===== src/rtl/ypc_pkg.sv =====
// Shared state encoding and constants for the YPC multi-cycle sequencer.
package ypc_pkg;

  localparam int INST_W  = 32;
  localparam int PC_STEP = 4;

  typedef enum logic [2:0] {
    S_FETCH  = 3'd0,
    S_DECODE = 3'd1,
    S_EXEC   = 3'd2,
    S_WB     = 3'd3,
    S_HALT   = 3'd4,
    S_FAULT  = 3'd5
  } seq_state_e;

  // Counters only advance while an instruction is in flight.
  function automatic logic is_running(input seq_state_e s);
    return (s == S_FETCH) || (s == S_DECODE) || (s == S_EXEC) || (s == S_WB);
  endfunction

endpackage


===== src/rtl/ypc_seq_ctrl_if.sv =====
// Instruction-memory request/acknowledge channel between the sequencer and imem.
interface ypc_seq_ctrl_if #(
  parameter int ADDR_W = 32
);
  import ypc_pkg::*;

  logic              imem_req;
  logic [ADDR_W-1:0] imem_addr;
  logic              imem_ack;
  logic [INST_W-1:0] imem_inst;

  modport master (
    output imem_req,
    output imem_addr,
    input  imem_ack,
    input  imem_inst
  );

  modport slave (
    input  imem_req,
    input  imem_addr,
    output imem_ack,
    output imem_inst
  );

endinterface


===== src/rtl/ypc_perf_cnt.sv =====
// Cycle and retired-instruction counters; both wrap silently at 2^CNT_W.
module ypc_perf_cnt #(
  parameter int CNT_W = 32
) (
  input  logic             clk,
  input  logic             reset,
  input  logic             run_i,
  input  logic             inc_i,
  output logic [CNT_W-1:0] cycle_cnt_o,
  output logic [CNT_W-1:0] instret_o
);

  logic [CNT_W-1:0] cycle_q, cycle_d;
  logic [CNT_W-1:0] instret_q, instret_d;

  always_comb begin
    cycle_d   = cycle_q;
    instret_d = instret_q;
    if (run_i) cycle_d = cycle_q + CNT_W'(1);
    if (inc_i) instret_d = instret_q + CNT_W'(1);
  end

  always_ff @(posedge clk or posedge reset) begin
    if (reset) begin
      cycle_q   <= '0;
      instret_q <= '0;
    end else begin
      cycle_q   <= cycle_d;
      instret_q <= instret_d;
    end
  end

  assign cycle_cnt_o = cycle_q;
  assign instret_o   = instret_q;

endmodule


===== src/rtl/ypc_seq_ctrl.sv =====
// FETCH/DECODE/EXEC/WB sequencer for the YPC core: owns PC, IR, halt/fault status
// and gates the ALU latch and register-file write strobes.
module ypc_seq_ctrl
  import ypc_pkg::*;
#(
  parameter int                ADDR_W   = 32,
  parameter logic [ADDR_W-1:0] RESET_PC = '0,
  parameter int                TIMEOUT  = 16,
  parameter int                CNT_W    = 32
) (
  input  logic              clk,
  input  logic              reset,
  ypc_seq_ctrl_if.master    imem,
  output logic [INST_W-1:0] ir,
  input  logic              dec_isbreak,
  input  logic              dec_illegal,
  input  logic              dec_regwen,
  output logic              alu_en,
  output logic              rf_wen,
  output logic [ADDR_W-1:0] pc,
  output logic              halt,
  output logic              fault,
  output logic              sim_end,
  output logic [CNT_W-1:0]  cycle_cnt,
  output logic [CNT_W-1:0]  instret
);

  localparam logic [15:0] WAIT_LAST = 16'(TIMEOUT - 1);

  seq_state_e        state_q, state_d;
  logic [ADDR_W-1:0] pc_q, pc_d;
  logic [INST_W-1:0] ir_q, ir_d;
  logic [15:0]       wait_q, wait_d;
  logic              sim_end_q, sim_end_d;
  logic              fetch_done;
  logic              retire;

  // Request is gated by reset so an outstanding fetch drops as soon as reset rises.
  assign imem.imem_req  = (state_q == S_FETCH) && !reset;
  assign imem.imem_addr = pc_q;
  assign fetch_done     = imem.imem_req && imem.imem_ack;

  always_ff @(posedge clk or posedge reset) begin
    if (reset) begin
      state_q   <= S_FETCH;
      pc_q      <= RESET_PC;
      ir_q      <= '0;
      wait_q    <= '0;
      sim_end_q <= 1'b0;
    end else begin
      state_q   <= state_d;
      pc_q      <= pc_d;
      ir_q      <= ir_d;
      wait_q    <= wait_d;
      sim_end_q <= sim_end_d;
    end
  end

  always_comb begin
    state_d   = state_q;
    pc_d      = pc_q;
    ir_d      = ir_q;
    wait_d    = wait_q;
    sim_end_d = 1'b0;
    retire    = 1'b0;
    alu_en    = 1'b0;
    rf_wen    = 1'b0;
    unique case (state_q)
      S_FETCH: begin
        if (fetch_done) begin
          ir_d    = imem.imem_inst;
          wait_d  = '0;
          state_d = S_DECODE;
        end else if (wait_q == WAIT_LAST) begin
          state_d = S_FAULT;
        end else begin
          wait_d = wait_q + 16'd1;
        end
      end
      S_DECODE: begin
        if (dec_isbreak) begin
          // ebreak counts as retired even though it never reaches WB.
          state_d   = S_HALT;
          sim_end_d = 1'b1;
          retire    = 1'b1;
        end else if (dec_illegal) begin
          state_d = S_FAULT;
        end else begin
          state_d = S_EXEC;
        end
      end
      S_EXEC: begin
        alu_en  = 1'b1;
        state_d = S_WB;
      end
      S_WB: begin
        rf_wen  = dec_regwen;
        pc_d    = pc_q + ADDR_W'(PC_STEP);
        retire  = 1'b1;
        state_d = S_FETCH;
      end
      default: begin
        state_d = state_q;
      end
    endcase
  end

  ypc_perf_cnt #(
    .CNT_W(CNT_W)
  ) u_perf (
    .clk        (clk),
    .reset      (reset),
    .run_i      (is_running(state_q)),
    .inc_i      (retire),
    .cycle_cnt_o(cycle_cnt),
    .instret_o  (instret)
  );

  assign ir      = ir_q;
  assign pc      = pc_q;
  assign halt    = (state_q == S_HALT) || (state_q == S_FAULT);
  assign fault   = (state_q == S_FAULT);
  assign sim_end = sim_end_q;

endmodule


===== src/flat_wrapper.sv =====
// flat-port wrapper written by rule: the top's interface ports become plain ports
module ypc_seq_ctrl_flat import ypc_pkg::*;
#(
  parameter int                ADDR_W   = 32,
  parameter logic [ADDR_W-1:0] RESET_PC = '0,
  parameter int                TIMEOUT  = 16,
  parameter int                CNT_W    = 32
)
  (clk, reset, ir, dec_isbreak, dec_illegal, dec_regwen, alu_en, rf_wen, pc, halt, fault, sim_end, cycle_cnt, instret, imem_imem_req, imem_imem_addr, imem_imem_ack, imem_imem_inst);
  ypc_seq_ctrl_if #(.ADDR_W(ADDR_W)) imem_i ();
  input  logic clk;
  input  logic reset;
  output logic [INST_W-1:0] ir;
  input  logic dec_isbreak;
  input  logic dec_illegal;
  input  logic dec_regwen;
  output logic alu_en;
  output logic rf_wen;
  output logic [ADDR_W-1:0] pc;
  output logic halt;
  output logic fault;
  output logic sim_end;
  output logic [CNT_W-1:0] cycle_cnt;
  output logic [CNT_W-1:0] instret;
  output wire logic [$bits(imem_i.imem_req)-1:0] imem_imem_req;
  output wire logic [$bits(imem_i.imem_addr)-1:0] imem_imem_addr;
  input wire logic [$bits(imem_i.imem_ack)-1:0] imem_imem_ack;
  input wire logic [$bits(imem_i.imem_inst)-1:0] imem_imem_inst;
  assign imem_imem_req = imem_i.imem_req;
  assign imem_imem_addr = imem_i.imem_addr;
  assign imem_i.imem_ack = imem_imem_ack;
  assign imem_i.imem_inst = imem_imem_inst;
  ypc_seq_ctrl #(.ADDR_W(ADDR_W), .RESET_PC(RESET_PC), .TIMEOUT(TIMEOUT), .CNT_W(CNT_W)) u_core (.clk(clk), .reset(reset), .imem(imem_i), .ir(ir), .dec_isbreak(dec_isbreak), .dec_illegal(dec_illegal), .dec_regwen(dec_regwen), .alu_en(alu_en), .rf_wen(rf_wen), .pc(pc), .halt(halt), .fault(fault), .sim_end(sim_end), .cycle_cnt(cycle_cnt), .instret(instret));
endmodule

===== config.mk =====
export PLATFORM = sky130hd
export DESIGN_NAME = ypc_seq_ctrl_flat
export DESIGN_NICKNAME = d
export VERILOG_FILES = /design/src/rtl/ypc_pkg.sv /design/src/rtl/ypc_seq_ctrl_if.sv /design/src/rtl/ypc_perf_cnt.sv /design/src/rtl/ypc_seq_ctrl.sv /design/src/flat_wrapper.sv
export SDC_FILE = /design/constraint.sdc
export NUM_CORES = 1
export LEC_CHECK = 0
export BUFFER_PORTS_ARGS = -buffer_cell sky130_fd_sc_hd__buf_2
export CORE_MARGIN = 2
export CORE_UTILIZATION = 41
export DETAILED_ROUTE_END_ITERATION = 16
export GPL_TIMING_DRIVEN = 0
export PLACE_DENSITY = 0.69
export SLEW_MARGIN = 5
export SYNTH_ARGS = -nofsm -noshare
export SYNTH_HDL_FRONTEND = slang
export SYNTH_SLANG_ARGS = --single-unit
export TNS_END_PERCENT = 20

===== constraint.sdc =====
create_clock -name clk -period 4.8 [get_ports clk]
set_clock_uncertainty 0.1 [all_clocks]
set_input_delay 0.96 -clock clk [delete_from_list [all_inputs] [get_ports clk]]
set_output_delay 0.96 -clock clk [all_outputs]
set_load 0.02 [all_outputs]

==> summary.txt <==
Status
  – Status: completed

Power
  – Net switching power: 1110 uW
  – Tot Pwr: 3670 uW
  – Reg power frac: between 40 and 50%
  – Internal power: between 2000 and 3000 uW
  – Sw Ratio: between 30% and 40%
  – Power density over cell area: about 420 nW/um^2
  – Clock share of power: between 30 and 40%
  – Worst vdd ir: between 200 and 250 uV
  – Pleak: roughly 0.0045 uW
  – Combinational share of power: 18.8%

CTS
  – Clk slew on worst S/H paths: about 0.06 ns
  – CTS resizes: 0
  – CTS tree: done
  – H-tree depth: 4
  – Clock Sinks: 146
  – Root Buffer: clkbuf_16
  – Post-CTS Setup Bufs: 0
  – Hold-fix buffers at CTS: 0
  – CTS Buf Count: 17
  – Clock latency on the worst-skew pair: around 0.42 ns
  – Longest Clk Path Bufs: 2

STA
  – Peak Freq: between 0.3 and 0.4 GHz
  – Min Tclk post-route: about 2.8 ns
  – RSZ-0062 raised after global routing: no
  – Final setup vio count: 0
  – Setup TNS: 0 ns
  – Final hold vios: 0
  – Final period utilization: 58.8%
  – Relative slew slack: 45.3%
  – Slew of the pin with the lowest slew margin: 0.819 ns
  – Slew Limit Fails: 0

Placement
  – Post-DP HPWL: between 10,000 and 15,000 um
  – Gpl congestion: around 0.76
  – Placed Cells: around 1,000
  – Placement-stage cell area: 8070 um^2
  – PortBufs: between 150 and 200

Logic synthesis
  – Top cells by area, synth: dfrtp_1, xnor2_1, mux2_2
  – Post-synth EDFFs: 0
  – Mapped Cells: roughly 580
  – Synth top area share: a little over half
  – Ys Warns: 0
  – Register area share after synthesis: between 50% and 60%
  – Yosys reg bits: ~150
  – Area leader, netlist: dfrtp_1
  – Post-synthesis instance area: between 6000 and 7000 um^2
  – Post-synth ARST share: 100%
  – Synth Flop Type: dfrtp_1
  – Count leader, synth: dfrtp_1
  – List of most frequent post-synthesis cells: dfrtp_1, xnor2_1, nor2_1, nand2_1, xor2_1
  – Syn_area_per_cell: roughly 12 um^2
  – Number of distinct library cells after synthesis: 49

Floorplan
  – Die area: approximately 17,000 um^2
  – Initial Util: 42.2%
  – Die X: between 100 and 150 um
  – Total core area: 15,900 um^2
  – Num rows: 46
  – Io pins: between 200 and 250
  – Die height: between 100 and 150 um

Detailed routing
  – Vias per cell: ~4.8
  – Post-DRT Antenna Nets: 0
  – DR iter-0 viols: approximately 220
  – WL per Instance: between 10 and 15 um
  – Detailed Route WL: around 14,000 um
  – Drt pass-1 iters: 4
  – Detailed-route via count: slightly below 5,000
  – Drt drc: 0

GRT
  – Largest net degree at the start of global routing: 41
  – Vias in the first global route: between 4,000 and 5,000
  – Initial antenna violation count: 2
  – First-pass GRT wire length: ~24,000 um
  – Total grt overflow: 0
  – All-Layer GR Usage: around 17%

Min path
  – HP Class: flop to flop

Worst setup path
  – Crit path kind: flop to primary output
  – CP Launch Type: flop
  – Worst Path Required: roughly 3.7 ns
  – Critical Path AT: approximately 1.8 ns
  – CP Max Fanout: 10
  – Worst setup EP type: primary output

Final layout
  – Final #Nets: 841
  – Fill count: between 1,000 and 1,500
  – Share of layout cells above drive strength 1: between 40% and 50%
  – Final instance area: a little under 9000 um^2
  – Fin util: 54.5%
  – Layout area overhead: 29.3%
  – Diodes inserted: 0
  – Final Non-Filler Cells: slightly above 1,000

Job
  – Maxcap violations: 0
## registers in the layout, summed over array words and instances, names as in the netlist
name / cells
u_core.ir: 32
u_core.imem.imem_addr: 30
u_core.sim_end: 1
u_core.state_q: 3
u_core.u_perf.cycle_cnt_o: 32
u_core.u_perf.instret_o: 32
u_core.wait_q: 16
## per-layer routing
layer	routed length (um)	GRT usage, %	vias to the layer above
met2	7060	28.2	120
met1	6420	21.6	2371
met3	726	5.19	14
met4	162	5.25	2
li1	-	-	2376
met5	11	0	-
## cell usage in the layout, fill, tap and decap left out, types with 6 or more instances in the layout
| master | count |
|---|---|
| buf_2 | 203 |
| dfrtp_1 | 146 |
| xnor2_1 | 66 |
| nor2_1 | 47 |
| nand2_1 | 44 |
| xor2_1 | 40 |
| nand3_1 | 38 |
| buf_4 | 38 |
| mux2_2 | 35 |
| nand4_1 | 22 |
| clkbuf_16 | 17 |
| and3_1 | 13 |
| and4_1 | 10 |
| nor4_1 | 6 |
| and2_1 | 6 |
## through the flow
step / setup WS, ns / hold slack [ns]
after global placement: 0.899 / 0.353
after detailed placement: 2.16 / 0.354
after floorplan: 1.91 / 0.406
after CTS: 1.89 / 0.366
after global routing: 1.78 / 0.377
final: 1.98 / 0.361
## worst max-delay path: stages (launching register included)
cell and delay (ns):
dfrtp_1 0.42, clkbuf_1 0.39, nor2b_1 0.20, and2_2 0.15, buf_2 0.18
## final timing paths
path                                                   from                          end  slack [ns]  cells after the start
max in group asynchronous                             reset    u_core.imem.imem_addr[12]        3.08                      4
worst max register to register            u_core.state_q[2]             u_core.wait_q[8]        2.60                      6
worst min register to register  u_core.u_perf.instret_o[31]  u_core.u_perf.instret_o[31]        0.36                      1
worst max-delay path                      u_core.state_q[2]                        fault        1.98                      4
worst min-delay path            u_core.u_perf.instret_o[31]  u_core.u_perf.instret_o[31]        0.36                      1
min in group asynchronous                             reset                u_core.ir[15]        0.62                      2
## kinds of logic after synthesis
group | after synthesis | share of synthesized area (%)
xor gates and xnor gates | 106 | 13.8
and+or+nand+nor | 227 | 19.6
buffers and inverters | 49 | 4.93
muxes | 35 | 5.86
AOI/OAI and AO/OA | 7 | 0.707
other | 1 | 0.0558
DFF | 146 | 54.3
adders and majority gates | 4 | 0.744
## final cells by class
cell class	count	area, um^2	share of cell area [%]
tap	216	270	3.11
clock inverter	13	175	2.01
multi-input combinational	383	2750	31.6
timing repair buffer	202	1060	12.1
sequential	146	3650	42.0
inverter	6	26.3	0.302
buffer	43	309	3.55
clock buffer	19	453	5.21
## power by group through the flow
stage	clock (uW)	sequential, uW	combinational (uW)
finish	1390	1590	692
global route	1480	1630	755
CTS	1420	1590	704
detailed placement	0	1610	700
global placement	0	1600	685
floorplan	0	1730	319
Note: power is estimated with default switching activity, not from simulation.
